==> src/rtl/pico.sv <==
// Shared parameters and types for the pico core: widths, opcodes, ALU functions,
// PC modes and the {z,n,c,v} flag word.
package pico;

  localparam int N        = 8;
  localparam int A        = 8;
  localparam int W_IMM    = 8;
  localparam int W_RADDR  = 3;
  localparam int W_OPCODE = 5;
  localparam int W_INST   = W_OPCODE + 2 * W_RADDR + W_IMM;

  typedef enum logic [W_OPCODE-1:0] {
    OP_NOP  = 5'h00,
    OP_ADD  = 5'h01,
    OP_ADDI = 5'h02,
    OP_SUB  = 5'h03,
    OP_SUBI = 5'h04,
    OP_AND  = 5'h05,
    OP_ANDI = 5'h06,
    OP_OR   = 5'h07,
    OP_ORI  = 5'h08,
    OP_XOR  = 5'h09,
    OP_XORI = 5'h0A,
    OP_MOV  = 5'h0B,
    OP_LDI  = 5'h0C,
    OP_SHL  = 5'h0D,
    OP_SHR  = 5'h0E,
    OP_CMP  = 5'h0F,
    OP_JMP  = 5'h10,
    OP_BZ   = 5'h11,
    OP_BNZ  = 5'h12,
    OP_BC   = 5'h13,
    OP_BNC  = 5'h14,
    OP_BN   = 5'h15,
    OP_WFI  = 5'h16,
    OP_HLT  = 5'h1F
  } opCode;

  typedef enum logic [3:0] {
    ALU_PASS_A,
    ALU_PASS_B,
    ALU_ADD,
    ALU_SUB,
    ALU_AND,
    ALU_OR,
    ALU_XOR,
    ALU_SHL,
    ALU_SHR
  } funcALU;

  typedef enum logic [1:0] {
    PC_INC  = 2'd0,
    PC_REL  = 2'd1,
    PC_HOLD = 2'd2
  } modePC;

  typedef struct packed {
    logic z;
    logic n;
    logic c;
    logic v;
  } flagsALU;

endpackage

==> src/rtl/pico_alu.sv <==
// Combinational ALU of the pico core: result plus {z,n,c,v} flags for one function.
module pico_alu
  import pico::*;
(
  input  logic [N-1:0] a_i,
  input  logic [N-1:0] b_i,
  input  funcALU       func_i,
  output logic [N-1:0] result_o,
  output flagsALU      flags_o
);

  logic [N:0]   sum;
  logic [N:0]   diff;
  logic [N-1:0] res;
  logic         c;
  logic         v;

  always_comb begin
    sum  = {1'b0, a_i} + {1'b0, b_i};
    diff = {1'b0, a_i} - {1'b0, b_i};
    res  = a_i;
    c    = 1'b0;
    v    = 1'b0;
    case (func_i)
      ALU_PASS_A: res = a_i;
      ALU_PASS_B: res = b_i;
      ALU_ADD: begin
        res = sum[N-1:0];
        c   = sum[N];
        v   = (a_i[N-1] == b_i[N-1]) && (res[N-1] != a_i[N-1]);
      end
      ALU_SUB: begin
        // diff[N] is the unsigned borrow (a < b)
        res = diff[N-1:0];
        c   = diff[N];
        v   = (a_i[N-1] != b_i[N-1]) && (res[N-1] != a_i[N-1]);
      end
      ALU_AND: res = a_i & b_i;
      ALU_OR:  res = a_i | b_i;
      ALU_XOR: res = a_i ^ b_i;
      ALU_SHL: begin
        res = {a_i[N-2:0], 1'b0};
        c   = a_i[N-1];
      end
      ALU_SHR: begin
        res = {a_i[N-1], a_i[N-1:1]};
        c   = a_i[0];
      end
      default: res = a_i;
    endcase
    result_o  = res;
    flags_o.z = (res == '0);
    flags_o.n = res[N-1];
    flags_o.c = c;
    flags_o.v = v;
  end

endmodule

==> src/rtl/pico_ctrl_exec.sv <==
// Control + execute stage of the pico core: decode, ALU, flags, HLT and WFI sequencing.
// Interrupt edge detection and WFI are built only when PICO_INT_EN is defined.
module pico_ctrl_exec
  import pico::*;
(
  input  logic              clk_i,
  input  logic              rst_i,
  input  logic [W_INST-1:0] instr_i,
  input  logic [N-1:0]      rd_data_i,
  input  logic [N-1:0]      rs_data_i,
  input  logic              ext_int_i,
  output logic [N-1:0]      alu_result_o,
  output logic              wr_en_rf_o,
  output logic [1:0]        mode_pc_o,
  output logic [3:0]        flags_o,
  output logic              halt_o,
  output logic              wfi_o
);

  opCode               op;
  logic [W_IMM-1:0]    imm;
  logic signed [N-1:0] imm_ext;
  funcALU              func;
  logic                use_imm;
  logic                wr_op;
  logic                flag_op;
  logic                taken;
  logic                is_hlt;
  logic                wfi_op;
  logic                wfi_wait;
  logic [N-1:0]        alu_a;
  logic [N-1:0]        alu_res;
  flagsALU             alu_flags;
  flagsALU             flags_q, flags_d;
  logic                halt_q, halt_d;
  modePC               mode;

  assign op      = opCode'(instr_i[W_INST-1 -: W_OPCODE]);
  assign imm     = instr_i[W_IMM-1:0];
  assign imm_ext = N'($signed(imm));

  always_comb begin
    func    = ALU_PASS_A;
    use_imm = 1'b0;
    wr_op   = 1'b0;
    flag_op = 1'b0;
    taken   = 1'b0;
    is_hlt  = 1'b0;
    wfi_op  = 1'b0;
    case (op)
      OP_ADD:  begin func = ALU_ADD;    wr_op = 1'b1; flag_op = 1'b1; end
      OP_ADDI: begin func = ALU_ADD;    wr_op = 1'b1; flag_op = 1'b1; use_imm = 1'b1; end
      OP_SUB:  begin func = ALU_SUB;    wr_op = 1'b1; flag_op = 1'b1; end
      OP_SUBI: begin func = ALU_SUB;    wr_op = 1'b1; flag_op = 1'b1; use_imm = 1'b1; end
      OP_AND:  begin func = ALU_AND;    wr_op = 1'b1; flag_op = 1'b1; end
      OP_ANDI: begin func = ALU_AND;    wr_op = 1'b1; flag_op = 1'b1; use_imm = 1'b1; end
      OP_OR:   begin func = ALU_OR;     wr_op = 1'b1; flag_op = 1'b1; end
      OP_ORI:  begin func = ALU_OR;     wr_op = 1'b1; flag_op = 1'b1; use_imm = 1'b1; end
      OP_XOR:  begin func = ALU_XOR;    wr_op = 1'b1; flag_op = 1'b1; end
      OP_XORI: begin func = ALU_XOR;    wr_op = 1'b1; flag_op = 1'b1; use_imm = 1'b1; end
      OP_MOV:  begin func = ALU_PASS_B; wr_op = 1'b1; flag_op = 1'b1; end
      OP_LDI:  begin func = ALU_PASS_A; wr_op = 1'b1; flag_op = 1'b1; use_imm = 1'b1; end
      OP_SHL:  begin func = ALU_SHL;    wr_op = 1'b1; flag_op = 1'b1; end
      OP_SHR:  begin func = ALU_SHR;    wr_op = 1'b1; flag_op = 1'b1; end
      OP_CMP:  begin func = ALU_SUB;    flag_op = 1'b1; end
      OP_JMP:  taken  = 1'b1;
      OP_BZ:   taken  = flags_q.z;
      OP_BNZ:  taken  = ~flags_q.z;
      OP_BC:   taken  = flags_q.c;
      OP_BNC:  taken  = ~flags_q.c;
      OP_BN:   taken  = flags_q.n;
      OP_WFI:  wfi_op = 1'b1;
      OP_HLT:  is_hlt = 1'b1;
      default: func   = ALU_PASS_A;
    endcase
  end

  assign alu_a = use_imm ? imm_ext : rd_data_i;

  pico_alu u_alu (
    .a_i      (alu_a),
    .b_i      (rs_data_i),
    .func_i   (func),
    .result_o (alu_res),
    .flags_o  (alu_flags)
  );

  // A HLT in flight already counts as halted, so it blocks its own side effects.
  assign halt_o       = halt_q | is_hlt;
  assign halt_d       = halt_o;
  assign alu_result_o = alu_res;
  assign wr_en_rf_o   = wr_op & ~halt_o;
  assign flags_d      = (flag_op && !halt_o) ? alu_flags : flags_q;
  assign flags_o      = flags_q;

`ifdef PICO_INT_EN
  logic int_q, int_d;
  logic pending_q, pending_d;
  logic int_edge;
  logic wake;

  always_comb begin
    int_edge  = ext_int_i & ~int_q;
    wake      = pending_q | int_edge;
    int_d     = ext_int_i;
    pending_d = pending_q | int_edge;
    // A waking WFI consumes the pending request, including one that arrives this cycle.
    if (wfi_op && !halt_o && wake) pending_d = 1'b0;
  end

  always_ff @(posedge clk_i) begin
    if (rst_i) begin
      int_q     <= ext_int_i;
      pending_q <= 1'b0;
    end else begin
      int_q     <= int_d;
      pending_q <= pending_d;
    end
  end

  assign wfi_wait = wfi_op & ~halt_o & ~wake;
`else
  logic unused_int;
  assign unused_int = ext_int_i ^ wfi_op;
  assign wfi_wait   = 1'b0;
`endif

  assign wfi_o = wfi_wait;

  always_comb begin
    mode = PC_INC;
    if (halt_o || wfi_wait) mode = PC_HOLD;
    else if (taken)         mode = PC_REL;
  end
  assign mode_pc_o = mode;

  logic unused_raddr;
  assign unused_raddr = ^instr_i[W_IMM +: 2*W_RADDR];

  always_ff @(posedge clk_i) begin
    if (rst_i) begin
      flags_q <= '0;
      halt_q  <= 1'b0;
    end else begin
      flags_q <= flags_d;
      halt_q  <= halt_d;
    end
  end

endmodule

==> config.mk <==
export PLATFORM = sky130hd
export DESIGN_NAME = pico_ctrl_exec
export DESIGN_NICKNAME = d
export VERILOG_FILES = /design/src/rtl/pico.sv /design/src/rtl/pico_alu.sv /design/src/rtl/pico_ctrl_exec.sv
export SDC_FILE = /design/constraint.sdc
export NUM_CORES = 1
export LEC_CHECK = 0
export BUFFER_PORTS_ARGS = -buffer_cell sky130_fd_sc_hd__clkbuf_2
export CAP_MARGIN = 0
export CORE_ASPECT_RATIO = 0.75
export CORE_UTILIZATION = 50
export DETAILED_ROUTE_END_ITERATION = 6
export PLACE_DENSITY = 0.8
export SYNTH_ARGS = -nofsm -noshare
export SYNTH_HDL_FRONTEND = slang
export SYNTH_HIERARCHICAL = 1
export SYNTH_SLANG_ARGS = --single-unit
==> constraint.sdc <==
create_clock -name clk_i -period 7.7 [get_ports clk_i]
set_input_delay 2.31 -clock clk_i [delete_from_list [all_inputs] [get_ports clk_i]]
set_output_delay 2.31 -clock clk_i [all_outputs]
set_load 0.01 [all_outputs]
==> impl_metrics.ini <==
[floorplan]
die_w_um = 77.58
dieHeight_um = 58.69
dieArea_um2 = 4553
num_rows = 20
core_area_um2 = 4079
io_pins = 55
start_util = 0.5252

[yosys]
ys_types = 65
synth-edff-count = 0
ys_top_cells_by_area = ha_1 14%, mux2_4 5.6%, a21oi_1 4.9%
syn_area_um2 = 2142
yosys.area.top_type_share = 0.1402
seq_area_frac_synth = 0.04673
avgSynthCellArea_um2 = 7.412
synth_top_flop_cell = dfxtp_1
syn_inst = 289
synth-async-reset-ratio = 0
synth.largest_area_cell = ha_1
synth.net_count = 353
ys_seq_elements = 5
ys_warn_count = 6

[global_routing]
track_usage = 0.3069
grt_pass1_vias = 2296
antenna_found_initial = 0
busiest_layer = met2
grt_pass1_wl_um = 11010
grtUsageMet3 = 0.04341
use_met1 = 0.4369
grt_max_degree = 25
overflow = 0
met2_usage = 0.5019

[run_status]
status = finished with violations
violations = DRC, setup timing

[cells_and_area]
n_fill_cell = 337
utilization = 0.7193
drive_gt1_frac = 0.4158
antenna_cells = 0
nets = 433
final_area_um2 = 2934
multi_input_area_um2 = 1984
area_growth_pct = 36.97
regArea_um2 = 100.1

[place]
place.gp.congestion = 1.009
port-buffer-count = 46
pre_cts_slack_ns = -0.08822
place_area_um2 = 2671
hpwlAfterDp_um = 5277

[routing]
ant_nets = 0
wl_per_cell_um = 16.99
drc = 2
first_iter_violations = 365
avgViaCountPerCell = 6.113
vias = 2586
wl_um = 7187
drt-pass1-iter-count = 7

[worst_setup_path]
crit_path_start_kind = input pin
crit_path_end_kind = primary output
cp_data_arrival_time_ns = 5.49
cp_max_fo = 4
worstPathRequired_ns = 5.39
critPathKind = input pin to primary output

[power_and_ir_drop]
leakage_nw = 1.345
power_mw = 0.3297
peakVddDrop_v = 0.00005135
switching_share = 0.4486
seqPwrFrac = 0.087
p_switching_mw = 0.1479
pwr-share-clk = 0.153
intPower_mw = 0.1818
power.density_nw_per_um2 = 112.4
comb_power_share = 0.760

[clock_tree]
cts_root_buf = clkbuf_8
cts-htree-levels = 1
cts_buffers = 3
clock_sinks = 5
clockBufferDepth = 2
clk_pin_slew_ns = 0.04
cts_tree = built
insertion_delay_ns = 0.23

[sta]
worstMarginPinSlew_ns = 0.7412
min_period_over_period = 1.012
finalHoldViolCount = 0
drv_slew = 0
worst_slack_ns = -0.09609
finalCriticalPeriod_ns = 7.796
finalClockSkew_ns = 0.001002
finalSetupViolCount = 1
maxSlewHeadroom = 0.5013
holdWs_ns = 0.4990
fmax_mhz = 128.3

[run]
max-cap-violations = 0

[worst_hold_path]
hp-class = register to register
per-stage QoR:
stage | std cells | TNS [ns]
after floorplan | 289 | 0
after global placement | 413 | -0.06509
after detailed placement | 413 | -0.1428
after CTS | 421 | -0.02948
after global routing | 423 | -0.1406
final | 423 | -0.09609
placed cells by master (no fill, tap or decap), drive strengths merged, types with 5 or more instances in the layout:
| cell | n |
|---|---|
| o21ai | 16 |
| mux2 | 10 |
| nand3 | 8 |
| inv | 29 |
| xnor2 | 7 |
| nand2 | 17 |
| nor3 | 5 |
| ha | 24 |
| dfxtp | 5 |
| clkbuf | 48 |
| buf | 52 |
| a211oi | 5 |
| nor3b | 8 |
| o22ai | 6 |
| nor2b | 5 |
| nor2 | 25 |
| mux4 | 5 |
| mux2i | 6 |
| a21oi | 21 |
cells in the mapped netlist (3+ instances only):
master	number
nor3_1	4
ha_1	24
nor2b_1	5
o22ai_1	6
mux2_4	8
nor3b_1	8
nand2b_1	3
inv_1	28
a311oi_1	3
clkbuf_1	7
a31oi_1	4
o211ai_1	3
a211oi_1	5
a21oi_1	21
nor2_1	25
xnor2_1	7
mux2i_1	6
buf_2	5
and2_1	4
dfxtp_1	5
nand3_1	8
mux4_2	4
nand2_1	17
a21boi_0	3
o21ai_0	16
buf_4	5
or2_2	4
kinds of logic (layout without fill, tap and decap cells):
family | Yosys count | count (layout) | share of synthesized area
xor gates and xnor gates | 9 | 9 | 0.03680
other | 1 | 1 | 0.001751
AOI/OAI and AO/OA | 88 | 88 | 0.2751
and+or+nand+nor | 89 | 89 | 0.2231
adders and majority gates | 26 | 26 | 0.1589
buffers and inverters | 50 | 129 | 0.1086
DFF | 5 | 5 | 0.04673
muxes | 21 | 21 | 0.1490
sequential cells by signal, indices dropped and copies added (netlist names):
name,cells
flags_o,4
halt_q,1
per-layer routing:
layer	vias up	wire length, µm
met2	146	3273
met5	-	0
li1	1208	-
met4	0	123
met3	18	595
met1	1214	3194
worst paths after layout:
path	slack (ns)	from	cells after the start	to
hold reg to reg	0.50	flags_o[0]	2	flags_o[0]
setup / recovery	-0.1	instr_i[15]	13	alu_result_o[7]
hold / removal	0.50	flags_o[0]	2	flags_o[0]
setup reg to reg	6.64	halt_q	3	flags_o[2]
cell type report:
class                      instances  area share
multi-input combinational        234      0.6763
timing repair buffer              96      0.2102
inverter                          29     0.04051
sequential                         5     0.03412
tap                               55     0.02345
clock buffer                       4     0.01535
repair_timing:
action                                  4_1_cts  5_1_grt
hold buffers                                  0        0
gates cloned                                  0        0
endpoints found under the setup margin        2        3
setup buffers                                 4        2
resized for setup                            18       24
pin swaps                                    11       10
power groups by stage:
stage | clock (mW) | sequential, mW | combinational (mW)
6_report | 0.0505 | 0.0286 | 0.251
5_1_grt | 0.0521 | 0.0286 | 0.268
4_1_cts | 0.0505 | 0.0285 | 0.228
3_5_place_dp | 0 | 0.0288 | 0.215
3_3_place_gp | 0 | 0.0287 | 0.210
2_1_floorplan | 0 | 0.0289 | 0.139
critical path: stages:
cell and delay (ns):
clkbuf_2 0.10, and3_4 0.18, or4_4 0.56, mux2_4 0.36, inv_4 0.07, ha_4 0.20, a211oi_2 0.27, buf_4 0.19
nor2_4 0.03, o32a_1 0.32, or3_1 0.35, a311oi_2 0.33, buf_2 0.20
Note: power is estimated with default switching activity, not from simulation.
